### src/rtl/ber_prob_loader_if.sv
// Table-word stream between the table source (DMA/BRAM reader) and the loader.
// Master drives s_valid/s_data, slave returns s_ready.
// A beat is transferred on any clock edge where s_valid and s_ready are both high.
interface ber_prob_loader_if #(
   parameter int DATA_W = 64
);
   logic              s_valid;
   logic              s_ready;
   logic [DATA_W-1:0] s_data;

   modport master (output s_valid, output s_data, input s_ready);
   modport slave  (input s_valid, input s_data, output s_ready);
endinterface

### src/rtl/ber_prob_loader.sv
// Loads NUM_ENTRIES probability words into the BER core (core held in reset), then runs it.
// Latency: accepted beat -> write on probability_idx next cycle; ber_en rises 2 cycles after last write.
// Backpressure: s_ready high only in LOAD, drops the cycle after the last beat is accepted.
// Optional RUN timer (run_cycles port) enabled by defining BER_LOADER_RUN_TIMER_EN.
module ber_prob_loader #(
   parameter int NUM_ENTRIES = 64,
   parameter int DATA_W      = 64,
   parameter int IDX_W       = 32
) (
   input  logic                 clk,
   input  logic                 rst,
   input  logic                 start,
   input  logic                 stop,
   ber_prob_loader_if.slave     tbl,
   output logic [IDX_W-1:0]     probability_idx,
   output logic [DATA_W-1:0]    probability_in,
   output logic                 ber_en,
   output logic                 ber_rstn,
   output logic                 busy,
   output logic                 done
`ifdef BER_LOADER_RUN_TIMER_EN
   ,
   input  logic [47:0]          run_cycles
`endif
);

   localparam int                CNT_W    = $clog2(NUM_ENTRIES) + 1;
   localparam logic [IDX_W-1:0]  IDX_IDLE = '1;
   localparam logic [CNT_W-1:0]  CNT_LAST = CNT_W'(NUM_ENTRIES - 1);
   localparam logic [CNT_W-1:0]  CNT_FULL = CNT_W'(NUM_ENTRIES);

   typedef enum logic [1:0] {
      ST_IDLE,
      ST_LOAD,
      ST_SETTLE,
      ST_RUN
   } state_t;

   state_t              state, state_nxt;
   logic [CNT_W-1:0]    count, count_nxt;
   logic                s_ready_r, s_ready_nxt;
   logic [IDX_W-1:0]    idx_nxt;
   logic [DATA_W-1:0]   pin_nxt;
   logic                en_nxt, rstn_nxt, busy_nxt, done_nxt;
   logic                beat;
   logic                expire;

`ifdef BER_LOADER_RUN_TIMER_EN
   // Remaining RUN cycles; zero means unlimited, so it only counts down while nonzero.
   logic [47:0]         tmr, tmr_nxt;
   assign expire = (tmr == 48'd1);
`else
   assign expire = 1'b0;
`endif

   assign tbl.s_ready = s_ready_r;
   assign beat        = tbl.s_valid && s_ready_r;

   // Next-state and next registered-output values.
   always_comb begin
      state_nxt   = state;
      count_nxt   = count;
      s_ready_nxt = s_ready_r;
      idx_nxt     = IDX_IDLE;
      pin_nxt     = probability_in;
      en_nxt      = ber_en;
      rstn_nxt    = ber_rstn;
      done_nxt    = 1'b0;
`ifdef BER_LOADER_RUN_TIMER_EN
      tmr_nxt     = tmr;
`endif
      case (state)
         ST_IDLE: begin
            s_ready_nxt = 1'b0;
            en_nxt      = 1'b0;
            rstn_nxt    = 1'b0;
            // stop in the same cycle as start keeps us idle
            if (start && !stop) begin
               state_nxt   = ST_LOAD;
               count_nxt   = '0;
               s_ready_nxt = 1'b1;
            end
         end
         ST_LOAD: begin
            if (stop) begin
               state_nxt   = ST_IDLE;
               count_nxt   = '0;
               s_ready_nxt = 1'b0;
            end else if (count == CNT_FULL) begin
               state_nxt   = ST_SETTLE;
               s_ready_nxt = 1'b0;
            end else if (beat) begin
               idx_nxt   = IDX_W'(count);
               pin_nxt   = tbl.s_data;
               count_nxt = count + 1'b1;
               // last beat: close the stream so no extra word is accepted
               if (count == CNT_LAST) begin
                  s_ready_nxt = 1'b0;
               end
            end
         end
         ST_SETTLE: begin
            if (stop) begin
               state_nxt = ST_IDLE;
               count_nxt = '0;
            end else begin
               state_nxt = ST_RUN;
               en_nxt    = 1'b1;
               rstn_nxt  = 1'b1;
`ifdef BER_LOADER_RUN_TIMER_EN
               tmr_nxt   = run_cycles;
`endif
            end
         end
         ST_RUN: begin
            if (stop || expire) begin
               state_nxt = ST_IDLE;
               count_nxt = '0;
               en_nxt    = 1'b0;
               rstn_nxt  = 1'b0;
               done_nxt  = 1'b1;
`ifdef BER_LOADER_RUN_TIMER_EN
               tmr_nxt   = '0;
`endif
            end
`ifdef BER_LOADER_RUN_TIMER_EN
            else if (tmr != 48'd0) begin
               tmr_nxt = tmr - 48'd1;
            end
`endif
         end
         default: state_nxt = ST_IDLE;
      endcase
      busy_nxt = (state_nxt != ST_IDLE);
   end

   // State register.
   always_ff @(posedge clk or posedge rst) begin
      if (rst) state <= ST_IDLE;
      else     state <= state_nxt;
   end

   // Registered outputs and load counter.
   always_ff @(posedge clk or posedge rst) begin
      if (rst) begin
         count           <= '0;
         s_ready_r       <= 1'b0;
         probability_idx <= IDX_IDLE;
         probability_in  <= '0;
         ber_en          <= 1'b0;
         ber_rstn        <= 1'b0;
         busy            <= 1'b0;
         done            <= 1'b0;
      end else begin
         count           <= count_nxt;
         s_ready_r       <= s_ready_nxt;
         probability_idx <= idx_nxt;
         probability_in  <= pin_nxt;
         ber_en          <= en_nxt;
         ber_rstn        <= rstn_nxt;
         busy            <= busy_nxt;
         done            <= done_nxt;
      end
   end

`ifdef BER_LOADER_RUN_TIMER_EN
   // RUN-length countdown.
   always_ff @(posedge clk or posedge rst) begin
      if (rst) tmr <= '0;
      else     tmr <= tmr_nxt;
   end
`endif

endmodule
### src/flat_wrapper.sv
// flat-port wrapper written by rule: the top's interface ports become plain ports
module ber_prob_loader_flat 
#(
   parameter int NUM_ENTRIES = 64,
   parameter int DATA_W      = 64,
   parameter int IDX_W       = 32
)
  (clk, rst, start, stop, probability_idx, probability_in, ber_en, ber_rstn, busy, done, tbl_s_valid, tbl_s_data, tbl_s_ready);
  ber_prob_loader_if #(.DATA_W(DATA_W)) tbl_i ();
  input  logic clk;
  input  logic rst;
  input  logic start;
  input  logic stop;
  output logic [IDX_W-1:0] probability_idx;
  output logic [DATA_W-1:0] probability_in;
  output logic ber_en;
  output logic ber_rstn;
  output logic busy;
  output logic done;
  input wire logic [$bits(tbl_i.s_valid)-1:0] tbl_s_valid;
  input wire logic [$bits(tbl_i.s_data)-1:0] tbl_s_data;
  output wire logic [$bits(tbl_i.s_ready)-1:0] tbl_s_ready;
  assign tbl_i.s_valid = tbl_s_valid;
  assign tbl_i.s_data = tbl_s_data;
  assign tbl_s_ready = tbl_i.s_ready;
  ber_prob_loader #(.NUM_ENTRIES(NUM_ENTRIES), .DATA_W(DATA_W), .IDX_W(IDX_W)) u_core (.clk(clk), .rst(rst), .start(start), .stop(stop), .tbl(tbl_i), .probability_idx(probability_idx), .probability_in(probability_in), .ber_en(ber_en), .ber_rstn(ber_rstn), .busy(busy), .done(done));
endmodule
### config.mk
export PLATFORM = sky130hd
export DESIGN_NAME = ber_prob_loader_flat
export DESIGN_NICKNAME = d
export VERILOG_FILES = /design/src/rtl/ber_prob_loader_if.sv /design/src/rtl/ber_prob_loader.sv /design/src/flat_wrapper.sv
export SDC_FILE = /design/constraint.sdc
export NUM_CORES = 1
export LEC_CHECK = 0
export BUFFER_PORTS_ARGS = -buffer_cell sky130_fd_sc_hd__buf_2
export CAP_MARGIN = 0
export CORE_ASPECT_RATIO = 0.7
export CORE_MARGIN = 2
export CORE_UTILIZATION = 46
export DETAILED_ROUTE_END_ITERATION = 16
export PLACE_DENSITY = 0.8
export SLEW_MARGIN = 20
export SYNTH_ARGS = -nofsm -noshare
export SYNTH_HDL_FRONTEND = slang
export SYNTH_SLANG_ARGS = --single-unit
### constraint.sdc
create_clock -name clk -period 3.8 [get_ports clk]
set_clock_uncertainty 0.2 [all_clocks]
set_input_delay 0.57 -clock clk [delete_from_list [all_inputs] [get_ports clk]]
set_output_delay 0.57 -clock clk [all_outputs]
set_load 0.1 [all_outputs]
### Word level (Yosys, flattened, before mapping)

Cells that the tools add are included.

| storage, ports and cells | value |
|---|---|
| word-level logic and storage cells | 63 |
| register bits | 109 |

| cells by class | value |
|---|---|
| mux-type cells | 27 |
| $add $sub $neg | 1 |
| bitwise operators | 2 |
| equal/unequal tests | 13 |
| reductions and logical operators | 12 |

Operators by type and width:

| operator | count |
|---|---|
| $mux 32 | 4 |
| $mux 7 | 5 |
| $pmux 7 s3 | 1 |
| $mux 2 | 5 |
| $mux 1 | 9 |
| $ne 4x2->1 const B | 2 |
| $pmux 2 s4 | 1 |
| $reduce_and 4->1 | 2 |
| $add 7x1->7 const B | 1 |
| $eq 7x6->1 const B | 1 |
| $eq 7x7->1 const B | 1 |
| $reduce_and 3->1 | 2 |
| $eq 2x2->1 const B | 2 |
| $ne 2x1->1 const B | 2 |
| $ne 2x2->1 const B | 2 |
| $reduce_bool 2->1 | 2 |
| $ne 3x2->1 const B | 1 |
| $ne 3x3->1 const B | 1 |
| $pmux 1 s3 | 1 |
| $reduce_bool 3->1 | 1 |
| $eq 2x1->1 const B | 1 |
| $logic_and 1x1->1 | 2 |
| $logic_not 2->1 | 1 |
| $not 1->1 | 2 |
| 3 further kinds | 3 |

### Depth between registers and ports, before layout

| depth | value |
|---|---|
| depth after elaboration | 6 |
| depth in mapped cells | 8 |
| gate-level depth less buffers | 6 |

### Least setup slack after synthesis

No wires, ideal clock.

| timing | value |
|---|---|
| kind | register to register |
| start point | register u_core.s_ready_r (netlist: u_core.tbl.s_ready) |
| end point | register u_core.probability_in[41] |
| slack | 1401 ps |
| period minus slack after synthesis | 2399 ps |
| path buffers | 2 |
| library setup time | 128 ps |
| cell stages (with the launch flop) | 6 |
| data required time | 3472 ps |
| data arrival time | 2071 ps |
| cells stage by stage | dfrtp_1 > nand2_1 > a211oi_2 > buf_4 > buf_4 > mux2_1 |

| on the way | value |
|---|---|
| longest elaborated chain between the ends | 2 |

Ends and longest elaborated chain:

| what | RTL line | source |
|---|---|---|
| start: declaration | ber_prob_loader.sv:41 | `logic s_ready_r, s_ready_nxt;` |
| start signal: assignment | ber_prob_loader.sv:156 | `s_ready_r <= s_ready_nxt;` |
| $logic_and 1x1->1 | ber_prob_loader.sv:57 | `assign beat = tbl.s_valid && s_ready_r;` |
| $reduce_and 4->1 (no source line) | - |  |
| end signal: assignment | ber_prob_loader.sv:158 | `probability_in <= pin_nxt;` |
| end: declaration | ber_prob_loader.sv:16 | `output logic [DATA_W-1:0] probability_in,` |

Every way passes these cells.
A chain may end at the register's enable or synchronous reset.

### Worst setup path in the final report

| timing | value |
|---|---|
| start point | register u_core.state[1] |
| end point | register u_core.probability_in[14] |

| on the way | value |
|---|---|
| longest elaborated chain between the ends | 2 |

Ends and longest elaborated chain:

| what | RTL line | source |
|---|---|---|
| start: declaration | ber_prob_loader.sv:39 | `state_t state, state_nxt;` |
| start signal: assignment | ber_prob_loader.sv:140 | `else state <= state_nxt;` |
| $eq 2x1->1 | ber_prob_loader.sv:72 | `case (state)` |
| $reduce_and 4->1 (no source line) | - |  |

Every way passes these cells.

==> results.md <==
- FFs w/ async S/R, synth: 100.0%
- Peak supply drop: between 0.5 and 0.6 mV
- Share of layout cells above drive strength 1: roughly 60%
- Initial DRT Pass Iterations: 4
- Predominant post-synthesis flop cell: dfrtp_1
- Hpwl dp: roughly 5.2 mm
- Register share of total power: 32.9%
- Period utilisation layout: between 60% and 70%
- Worst EP arrival: ~2.4 ns
- Status: finished clean
- Initial antenna violation count: 0
- Die Span Y: 76.72 µm
- Die width: between 100 and 150 µm
- Cells after Synth: 248
- Internal power: 1.691 mW
- PD cells: ~790 mW/mm²
- Fin. Hold Viols: 0
- Via count: 2381
- Crit Path Class: reg -> reg
- Setup WS pre-CTS: between 1 and 1.5 ns
- Post-route ant nets: 0
- FF-to-FF setup slack: around 1.5 ns
- Final non-filler cell total: between 400 and 500
- CP Max Fanout: between 70 and 80
- Sw Ratio: between 50% and 60%
- Pins Over Slew Limit: 0
- Crit start category: register
- Final setup vio count: 0
- Mapped Nets: about 320
- Fill cell total of the finished layout: 616
- Post-synth EDFFs: 0
- Vias per inst: approximately 4.8
- NetSw: 1.806 mW
- Max clock buf depth: 2
- FF+latch area: 0.002137 mm²
- H-tree depth: 3
- Number of I/O pins: 170
- Multi-input gate area: around 0.0011 mm²
- Worst Hold Class: in -> async
- Area delta synth->final: 28.05%
- Post-CTS Setup Bufs: 0
- ANT cells: 0
- Drt drc: 0
- Synthesis-stage register bit count: 85
- Comb pwr share: 47.6%
- Clock sinks: 85
- CTS clock-pin slew for the worst setup and hold paths: roughly 0.08 ns
- Cells on worst reg2reg path: 4
- Clock network fraction of design power: a little under 20%
- Clk_lat worst skew: around 0.33 ns
- Cts repair resizes: 0
- Kind of end point of the critical path: register
- CTS tree: built
- Max Cap Viol: 0
- CTS Root Cell: clkbuf_8
- Buffers added on ports: between 150 and 200
- Slew at the pin closest to its max-slew limit: just under 0.8 ns
- Syn. warnings: 0
- Critical Path RT: approximately 3.8 ns
- Slew headroom: a little under half
- First-pass GRT wire length: between 10 and 15 mm
- Seq/Total Area, Yosys: slightly above 60%
- Unrepaired setup endpoints after global routing: no
- Placed cells: 482
- Minimum clock period: around 2.3 ns
- Via count of the first global-routing pass: 2446
- Row cnt: 26
- LEAKAGE: around 2.3 nW
- Final Wtd Congestion: roughly 0.78
- Final WS setup: about 1.5 ns
- Cts hold-fix bufs: 0
- Post-Syn Area: between 0.003 and 0.004 mm²
- Nets: 466
- CTS buffer count: 9
- Final TNS setup: 0 ns
- Mean Syn Cell Area: approximately 14 µm²
- Routed WL per cell: ~14 µm
- Pin count of the biggest net entering global routing: a little under 80
- Overflow after GRT: 0
- Unique masters post-synth: 30
- Die Area: around 0.0083 mm²
- Initial core utilization: 47.47%
- Core area: roughly 0.0073 mm²
- Gr usage total: between 10% and 20%
- Hold WS: around 0.16 ns
- Max Clk Rate: 428.0 MHz
- Initial DRC count: ~110
- Final wirelength: around 7.1 mm
-- critical path, stage by stage, from the launching register on --
cell and delay (ns):
dfrtp_1 0.46, or3b_1 0.49, a211oi_4 0.28, buf_12 0.37
mux2_2 0.38
-- cells in the final DEF (no fill, tap or decap) --
| cell | count |
|---|---|
| a211o_1 | 1 |
| a211oi_4 | 1 |
| a21oi_1 | 9 |
| a31oi_1 | 3 |
| a41oi_1 | 2 |
| and2_1 | 1 |
| and3_1 | 4 |
| buf_12 | 1 |
| buf_2 | 169 |
| buf_4 | 1 |
| bufinv_16 | 2 |
| clkbuf_1 | 2 |
| clkbuf_8 | 9 |
| clkinv_4 | 2 |
| clkinvlp_4 | 1 |
| dfrtp_1 | 77 |
| dfstp_2 | 8 |
| ha_1 | 2 |
| inv_1 | 5 |
| inv_4 | 1 |
| mux2_1 | 21 |
| mux2_2 | 43 |
| mux2i_1 | 1 |
| nand2_1 | 7 |
| nand2b_1 | 6 |
| nand3_1 | 4 |
| nor2_1 | 5 |
| nor3_1 | 1 |
| nor3b_1 | 1 |
| nor4_1 | 1 |
| o21a_1 | 2 |
| o21ai_0 | 4 |
| o22ai_1 | 1 |
| or2_2 | 1 |
| or3b_1 | 1 |
-- worst paths after layout --
kind	start	to
min	rst	u_core.done$_DFF_PP0_
max	u_core.state[1]$_DFF_PP0_	u_core.probability_in[14]$_DFFE_PP0P_
max in group asynchronous	rst	u_core.probability_in[25]$_DFFE_PP0P_
max reg2reg	u_core.state[1]$_DFF_PP0_	u_core.probability_in[14]$_DFFE_PP0P_
min in group clk	tbl_s_data[48]	u_core.probability_in[48]$_DFFE_PP0P_
min reg2reg	u_core.probability_in[36]$_DFFE_PP0P_	u_core.probability_in[36]$_DFFE_PP0P_
-- cell type report --
type	instances	share of cell area (%)
Inverter	6	0.5624
Sequential cell	85	48.03
Timing Repair Buffer	171	19.63
Tap cell	98	2.756
Multi-Input combinational cell	122	24.16
Clock buffer	11	2.953
Clock inverter	5	1.912
-- layer usage --
layer / wire length (µm) / GRT usage, % / vias to the layer above
met5: 0 / 0 / -
met4: 28 / 3.077 / 0
met3: 630 / 6.293 / 5
met2: 3494 / 31.38 / 99
met1: 2908 / 21.18 / 1152
li1: - / - / 1125
-- sequential cells by signal (all words and copies together) (netlist names) --
register,flops
u_core.probability_idx,8
u_core.done,1
u_core.state,2
u_core.tbl.s_ready,1
u_core.busy,1
u_core.ber_en,1
u_core.probability_in,64
u_core.count,7
-- power by group through the flow --
stage	registers [mW]	logic, mW	clock network (mW)
2_1_floorplan	2.38	0.199	0
3_3_place_gp	1.16	1.66	0
3_5_place_dp	1.17	1.67	0
4_1_cts	1.15	1.68	0.708
5_1_grt	1.17	1.71	0.746
6_report	1.15	1.66	0.683
-- cell usage after synthesis, types with 2 or more instances --
cell | n | area share [%]
nand2b_1 | 6 | 1.1
nand2_1 | 7 | 0.76
a31oi_1 | 3 | 0.54
a41oi_1 | 2 | 0.50
dfstp_2 | 8 | 6.0
dfrtp_1 | 77 | 55
a21oi_1 | 9 | 1.3
inv_1 | 6 | 0.65
ha_1 | 2 | 0.72
and3_1 | 4 | 0.72
buf_4 | 27 | 5.8
o21ai_0 | 4 | 0.58
buf_2 | 6 | 0.86
mux2_2 | 43 | 14
nand3_1 | 4 | 0.58
mux2_1 | 21 | 6.8
o21a_1 | 2 | 0.43
nor2_1 | 5 | 0.54
-- through the flow --
step | util [%] | total power [mW] | instance area [µm²]
floorplan | - | 2.574 | 3475
global placement | 57.81 | 2.819 | 4232
detailed placement | 57.81 | 2.845 | 4232
CTS | 60.77 | 3.537 | 4448
global route | 60.79 | 3.627 | 4449
finish | 60.79 | 3.497 | 4449
-- cell families after synthesis --
| family | count (synthesis) | synth area share (%) |
|---|---|---|
| flops | 85 | 61.51 |
| buf+inv | 41 | 7.778 |
| mux | 65 | 21.03 |
| compound gates | 23 | 4.141 |
| simple gates | 32 | 4.826 |
| fa+ha+maj | 2 | 0.7201 |
(Power assumes the default switching activity.)
